File: config.mk
export PLATFORM = sky130hd
export DESIGN_NAME = usb_token_tx_flat
export DESIGN_NICKNAME = d
export VERILOG_FILES = /design/src/rtl/usb_pkg.sv /design/src/rtl/usb_token_tx_if.sv /design/src/rtl/piso_register.sv /design/src/rtl/usb_token_tx.sv /design/src/flat_wrapper.sv
export SDC_FILE = /design/constraint.sdc
export NUM_CORES = 1
export LEC_CHECK = 0
export BUFFER_PORTS_ARGS = -buffer_cell sky130_fd_sc_hd__buf_2
export CORE_MARGIN = 3
export CORE_UTILIZATION = 53
export CTS_CLUSTER_DIAMETER = 100
export DETAILED_ROUTE_END_ITERATION = 16
export GPL_TIMING_DRIVEN = 0
export PLACE_DENSITY = 0.75
export SKIP_CTS_REPAIR_TIMING = 1
export SYNTH_ARGS = -nofsm -noshare
export SYNTH_HDL_FRONTEND = slang
export SYNTH_SLANG_ARGS = --single-unit
File: constraint.sdc
create_clock -name clk -period 5.32 [get_ports clk]
set_input_delay 1.064 -clock clk [delete_from_list [all_inputs] [get_ports clk]]
set_output_delay 1.064 -clock clk [all_outputs]
set_load 0.01 [all_outputs]
File: src/rtl/usb_pkg.sv
// Shared USB token definitions: PID codes, SYNC pattern, token transmitter states.
package usb_pkg;

    typedef enum logic [3:0] {
        PID_OUT   = 4'b0001,
        PID_IN    = 4'b1001,
        PID_SETUP = 4'b1101,
        PID_SOF   = 4'b0101
    } pid_e;

    localparam logic [7:0]  SYNC_BYTE = 8'h80;
    localparam int unsigned FIELD_W   = 11;

    typedef enum logic [2:0] {
        ST_IDLE,
        ST_SYNC,
        ST_PID,
        ST_DATA,
        ST_WAIT_CRC,
        ST_CRC,
        ST_EOP
    } tx_state_e;

    // PID byte as it goes on the wire: check nibble above the PID nibble.
    function automatic logic [7:0] pid_byte(input logic [3:0] pid);
        return {~pid, pid};
    endfunction

endpackage

File: src/rtl/usb_token_tx_if.sv
// Token request bundle between a requester and usb_token_tx.
// Define USB_SOF_EN to add the SOF request fields (tok_sof, tok_frame).
interface usb_token_tx_if;
    logic        tok_req;
    logic [3:0]  tok_pid;
    logic [6:0]  tok_addr;
    logic [3:0]  tok_endp;
    logic        tok_busy;
`ifdef USB_SOF_EN
    logic        tok_sof;
    logic [10:0] tok_frame;
`endif

    modport master (
        output tok_req, tok_pid, tok_addr, tok_endp,
`ifdef USB_SOF_EN
        output tok_sof, tok_frame,
`endif
        input  tok_busy
    );

    modport slave (
        input  tok_req, tok_pid, tok_addr, tok_endp,
`ifdef USB_SOF_EN
        input  tok_sof, tok_frame,
`endif
        output tok_busy
    );
endinterface

File: src/rtl/piso_register.sv
// Parallel-in serial-out shift register, LSB first; load has priority over shift.
module piso_register #(
    parameter int unsigned WIDTH = 11
) (
    input  logic             clk,
    input  logic             rst_n,
    input  logic             load,
    input  logic             shift,
    input  logic [WIDTH-1:0] din,
    output logic             sout
);
    logic [WIDTH-1:0] q;

    always_ff @(posedge clk or negedge rst_n) begin
        if (!rst_n)
            q <= '0;
        else if (load)
            q <= din;
        else if (shift)
            q <= {1'b0, q[WIDTH-1:1]};
    end

    assign sout = q[0];
endmodule

File: src/rtl/usb_token_tx.sv
// USB token packet transmitter: SYNC, PID, addr/endp (or SOF frame), CRC5 from an external engine, EOP.
// Define USB_SOF_EN to support SOF tokens carrying an 11-bit frame number.
module usb_token_tx
    import usb_pkg::*;
(
    input  logic          clk,
    input  logic          rst_n,
    usb_token_tx_if.slave tok,
    output logic          out_bit,
    output logic          out_valid,
    output logic          out_eop,
    output logic          crc5_start,
    output logic          crc5_sin,
    output logic          crc5_rec,
    input  logic          crc5_out,
    input  logic          crc5_ready,
    input  logic          crc5_done
);
    tx_state_e          state, state_d;
    logic [3:0]         cnt, cnt_d;
    logic [3:0]         pid_q;
    logic [FIELD_W-1:0] field_q;
    logic               cap_en;
    logic               piso_load, piso_shift, piso_sout;
    logic [FIELD_W-1:0] piso_din;

    piso_register #(.WIDTH(FIELD_W)) u_piso (
        .clk   (clk),
        .rst_n (rst_n),
        .load  (piso_load),
        .shift (piso_shift),
        .din   (piso_din),
        .sout  (piso_sout)
    );

    always_ff @(posedge clk or negedge rst_n) begin
        if (!rst_n) begin
            state <= ST_IDLE;
            cnt   <= '0;
        end else begin
            state <= state_d;
            cnt   <= cnt_d;
        end
    end

    always_ff @(posedge clk or negedge rst_n) begin
        if (!rst_n) begin
            pid_q   <= '0;
            field_q <= '0;
        end else if (cap_en) begin
`ifdef USB_SOF_EN
            if (tok.tok_sof) begin
                pid_q   <= PID_SOF;
                field_q <= tok.tok_frame;
            end else begin
                pid_q   <= tok.tok_pid;
                field_q <= {tok.tok_endp, tok.tok_addr};
            end
`else
            pid_q   <= tok.tok_pid;
            field_q <= {tok.tok_endp, tok.tok_addr};
`endif
        end
    end

    assign tok.tok_busy = (state != ST_IDLE);

    always_comb begin
        state_d    = state;
        cnt_d      = cnt;
        cap_en     = 1'b0;
        piso_load  = 1'b0;
        piso_shift = 1'b0;
        piso_din   = '0;
        out_bit    = 1'b0;
        out_valid  = 1'b0;
        out_eop    = 1'b0;
        crc5_start = 1'b0;
        crc5_sin   = 1'b0;
        crc5_rec   = 1'b0;
        case (state)
            ST_IDLE: begin
                if (tok.tok_req) begin
                    cap_en    = 1'b1;
                    piso_load = 1'b1;
                    piso_din  = {3'b000, SYNC_BYTE};
                    cnt_d     = '0;
                    state_d   = ST_SYNC;
                end
            end
            ST_SYNC: begin
                out_valid = 1'b1;
                out_bit   = piso_sout;
                if (cnt == 4'd7) begin
                    piso_load = 1'b1;
                    piso_din  = {3'b000, pid_byte(pid_q)};
                    cnt_d     = '0;
                    state_d   = ST_PID;
                end else begin
                    piso_shift = 1'b1;
                    cnt_d      = cnt + 4'd1;
                end
            end
            ST_PID: begin
                out_valid = 1'b1;
                out_bit   = piso_sout;
                if (cnt == 4'd7) begin
                    crc5_start = 1'b1;
                    piso_load  = 1'b1;
                    piso_din   = field_q;
                    cnt_d      = '0;
                    state_d    = ST_DATA;
                end else begin
                    piso_shift = 1'b1;
                    cnt_d      = cnt + 4'd1;
                end
            end
            ST_DATA: begin
                out_valid  = 1'b1;
                out_bit    = piso_sout;
                crc5_sin   = piso_sout;
                piso_shift = 1'b1;
                if (cnt == 4'd10) begin
                    cnt_d   = '0;
                    state_d = ST_WAIT_CRC;
                end else begin
                    cnt_d = cnt + 4'd1;
                end
            end
            // WAIT_CRC only lasts while ready is low; the first ready cycle is
            // already a CRC bit, so the engine never has to hold a bit back.
            ST_WAIT_CRC, ST_CRC: begin
                if (crc5_ready) begin
                    out_valid = 1'b1;
                    out_bit   = crc5_out;
                    if (cnt == 4'd4) begin
                        cnt_d   = '0;
                        state_d = ST_EOP;
                    end else begin
                        cnt_d   = cnt + 4'd1;
                        state_d = ST_CRC;
                    end
                end
            end
            ST_EOP: begin
                if (crc5_done) begin
                    out_eop  = 1'b1;
                    crc5_rec = 1'b1;
                    state_d  = ST_IDLE;
                end
            end
            default: begin
                cnt_d   = '0;
                state_d = ST_IDLE;
            end
        endcase
    end
endmodule

File: src/flat_wrapper.sv
// flat-port wrapper written by rule: the top's interface ports become plain ports
module usb_token_tx_flat import usb_pkg::*;
  (clk, rst_n, out_bit, out_valid, out_eop, crc5_start, crc5_sin, crc5_rec, crc5_out, crc5_ready, crc5_done, tok_tok_req, tok_tok_pid, tok_tok_addr, tok_tok_endp, tok_tok_busy);
  usb_token_tx_if tok_i ();
  input  logic clk;
  input  logic rst_n;
  output logic out_bit;
  output logic out_valid;
  output logic out_eop;
  output logic crc5_start;
  output logic crc5_sin;
  output logic crc5_rec;
  input  logic crc5_out;
  input  logic crc5_ready;
  input  logic crc5_done;
  input wire logic [$bits(tok_i.tok_req)-1:0] tok_tok_req;
  input wire logic [$bits(tok_i.tok_pid)-1:0] tok_tok_pid;
  input wire logic [$bits(tok_i.tok_addr)-1:0] tok_tok_addr;
  input wire logic [$bits(tok_i.tok_endp)-1:0] tok_tok_endp;
  output wire logic [$bits(tok_i.tok_busy)-1:0] tok_tok_busy;
  assign tok_i.tok_req = tok_tok_req;
  assign tok_i.tok_pid = tok_tok_pid;
  assign tok_i.tok_addr = tok_tok_addr;
  assign tok_i.tok_endp = tok_tok_endp;
  assign tok_tok_busy = tok_i.tok_busy;
  usb_token_tx u_core (.clk(clk), .rst_n(rst_n), .tok(tok_i), .out_bit(out_bit), .out_valid(out_valid), .out_eop(out_eop), .crc5_start(crc5_start), .crc5_sin(crc5_sin), .crc5_rec(crc5_rec), .crc5_out(crc5_out), .crc5_ready(crc5_ready), .crc5_done(crc5_done));
endmodule
==> metrics.yaml <==
cp-end-kind: "output port"
start_util_pct: 56.5
fmax_ghz: 0.347
cap_violations: 0
hold_class: "reg2reg"
drv_slew: 0
p_leak_nw: 0.946
io_buffers: 27
die_h_um: 63.8
fp.dieArea_sq_mm: 0.00406
rows: 20
area_growth_pct: 15.6
drt.antenna.violating_nets: 0
netlist_instances: 181
setup_tns_ps: 0
drt_first_pass_iters: 4
period_needed_ps: 2880
synthArstFlopShare_pct: 100
num_vias: 1516
core_area_sq_mm: 0.00313
path_class: "reg2out"
postSynthAreaPerCell_sq_um: 9.77
netlist_area_sq_mm: 0.00177
cp.required_ps: 4260
grt_overflow: 0
grt_first_pass_wirelength_mm: 6.64
nFillCells: 262
vdd_drop_max_mv: 0.238
period_share_pct: 54.1
viasPerCell: 5.83
synth_nets: 205
cts_max_path_buffers: 2
cp-start-kind: "register"
drt-total-wl_mm: 3.91
yosysTopAreaCell: "dfrtp_1"
wl_per_cell_um: 15.0
status: "completed"
cts_max_level: 2
place.gp.congestion: 0.846
clock_tree.root_cell: "clkbuf_4"
clock_skew_ps: 17.9
cts_buffers: 5
yosys.cell_types.count: 42
slew-limit-headroom_pct: 51.0
antenna_cells: 0
fp.dieW_um: 63.8
ios: 28
drc_errors: 0
grt_pass1_vias: 1405
rsz0062_at_grt: "no"
synth_seq_area_share_pct: 46.7
grt_antenna_before_repair: 0
synth_top_flop_cell: "dfrtp_1"
cts_tree: "done"
cts.sinks: 33
setup_viol: 0
synth_edf_count: 0
drtIter0Drc: 138
tightestPinTransition_ps: 734
dp_hpwl_mm: 2.87
grt_use_total_pct: 21.0
hold_violations: 0
nNetsFinal: 239
clk_latency_ps: 340
yosys.area.top_type_share_pct: 46.7
ys_warn_count: 0
cp_data_arrival_time_ps: 1820
grt_start_max_net_pins: 34
path_clk_slew_ps: 100
yosys_register_bits: 33
yosys-top-cells-area: "dfrtp_1 47%, mux2_2 7.6%, o21ai_0 5.4%"
holdWs_ps: 514
drive_above_1_share_pct: 26.9
critical_path.max_fanout: 10
powerDensity_mw_per_mm2: 517
sequential cells by signal (all words and copies together) (netlist names):
signal and cells:
u_core.cnt 4, u_core.field_q 11, u_core.pid_q 4, u_core.state 3, u_core.u_piso.q 11
cells in the final DEF (no fill, tap or decap), drive strengths merged, types with 2 or more instances in the layout:
cell type,Yosys,layout
nor3,3,3
o21ai,23,23
nor2,13,13
ha,3,3
a21oi,2,2
nor4,2,2
inv,10,10
mux2,12,12
o22ai,8,8
a21o,2,2
a221oi,9,9
a31oi,2,2
a22o,2,2
nand3,2,2
nor3b,3,3
and2,2,2
clkbuf,2,9
and3b,3,3
buf,12,39
nand2,12,12
nand2b,5,5
dfrtp,33,33
a22oi,2,2
path summary, 6_finish.rpt:
path | from | end | slack (ps) | depth (start not counted)
max | u_core.cnt[1]$_DFFE_PN0P_ | crc5_start | 2440 | 5
min | u_core.u_piso.q[10]$_DFFE_PN0P_ | u_core.u_piso.q[10]$_DFFE_PN0P_ | 510 | 1
max reg2reg | u_core.state[1]$_DFFE_PN0P_ | u_core.field_q[10]$_DFFE_PN0N_ | 3330 | 6
min reg2reg | u_core.u_piso.q[10]$_DFFE_PN0P_ | u_core.u_piso.q[10]$_DFFE_PN0P_ | 510 | 1
max in group asynchronous | rst_n | u_core.cnt[0]$_DFFE_PN0P_ | 4060 | 1
min in group asynchronous | rst_n | u_core.u_piso.q[5]$_DFFE_PN0P_ | 770 | 1
synth_stat cells, drive strengths merged (3+ instances only):
master	count
a221oi	9
and3b	3
buf	12
dfrtp	33
ha	3
inv	10
mux2	12
nand2	12
nand2b	5
nor2	13
nor3	3
nor3b	3
o21ai	23
o22ai	8
metal layers:
layer | GRT usage [%] | part of all wire, % | up-vias
li1 | - | - | 728
met1 | 29.3 | 47 | 715
met2 | 30.8 | 45 | 64
met3 | 6.68 | 7.2 | 9
met4 | 7.55 | 1.6 | 0
met5 | 0 | 0 | -
worst max-delay path, cell delays in order (launching register included):
cell      delay, ps
dfrtp_1         430
ha_1            210
nand3b_1        270
nor2b_1         240
buf_4           190
buf_2           140
stage by stage:
stage	setup slack (ps)	utilization, %	instance area (sq um)	instances	total power, mW
after floorplan	2890	-	1770	181	0.734
after global placement	2700	62.6	1960	252	0.831
after detailed placement	2700	62.6	1960	252	0.858
after CTS	2440	65.3	2040	260	1.06
after global routing	2240	65.3	2040	260	1.14
final	2440	65.3	2040	260	1.06
where the power goes:
part | switching (mW) | total, mW | leakage (nW) | internal [mW]
logic | 0.237 | 0.429 | 0.487 | 0.192
clock network | 0.0848 | 0.197 | 0.0455 | 0.112
registers | 0.0743 | 0.430 | 0.413 | 0.356
total | 0.396 | 1.06 | 0.946 | 0.659
cell families after synthesis:
kind of cell	count (synthesis)	share of synthesized area, %
AOI/OAI and AO/OA	57	21.3
and+or+nand+nor	52	15.6
DFF	33	46.7
buffers and inverters	24	6.58
muxes	12	7.64
adders and majority gates	3	2.12
area by class of cell:
class | count | area, sq um | share of cell area, %
repair buffers | 27 | 135 | 6.61
plain buffers | 14 | 78.8 | 3.86
inverters | 10 | 37.5 | 1.84
clock inverters | 1 | 30.0 | 1.47
clock buffers | 7 | 55.1 | 2.69
flip-flops and latches | 33 | 826 | 40.4
well taps | 44 | 55.1 | 2.69
multi-input cells | 124 | 826 | 40.4
(Power assumes the default switching activity.)
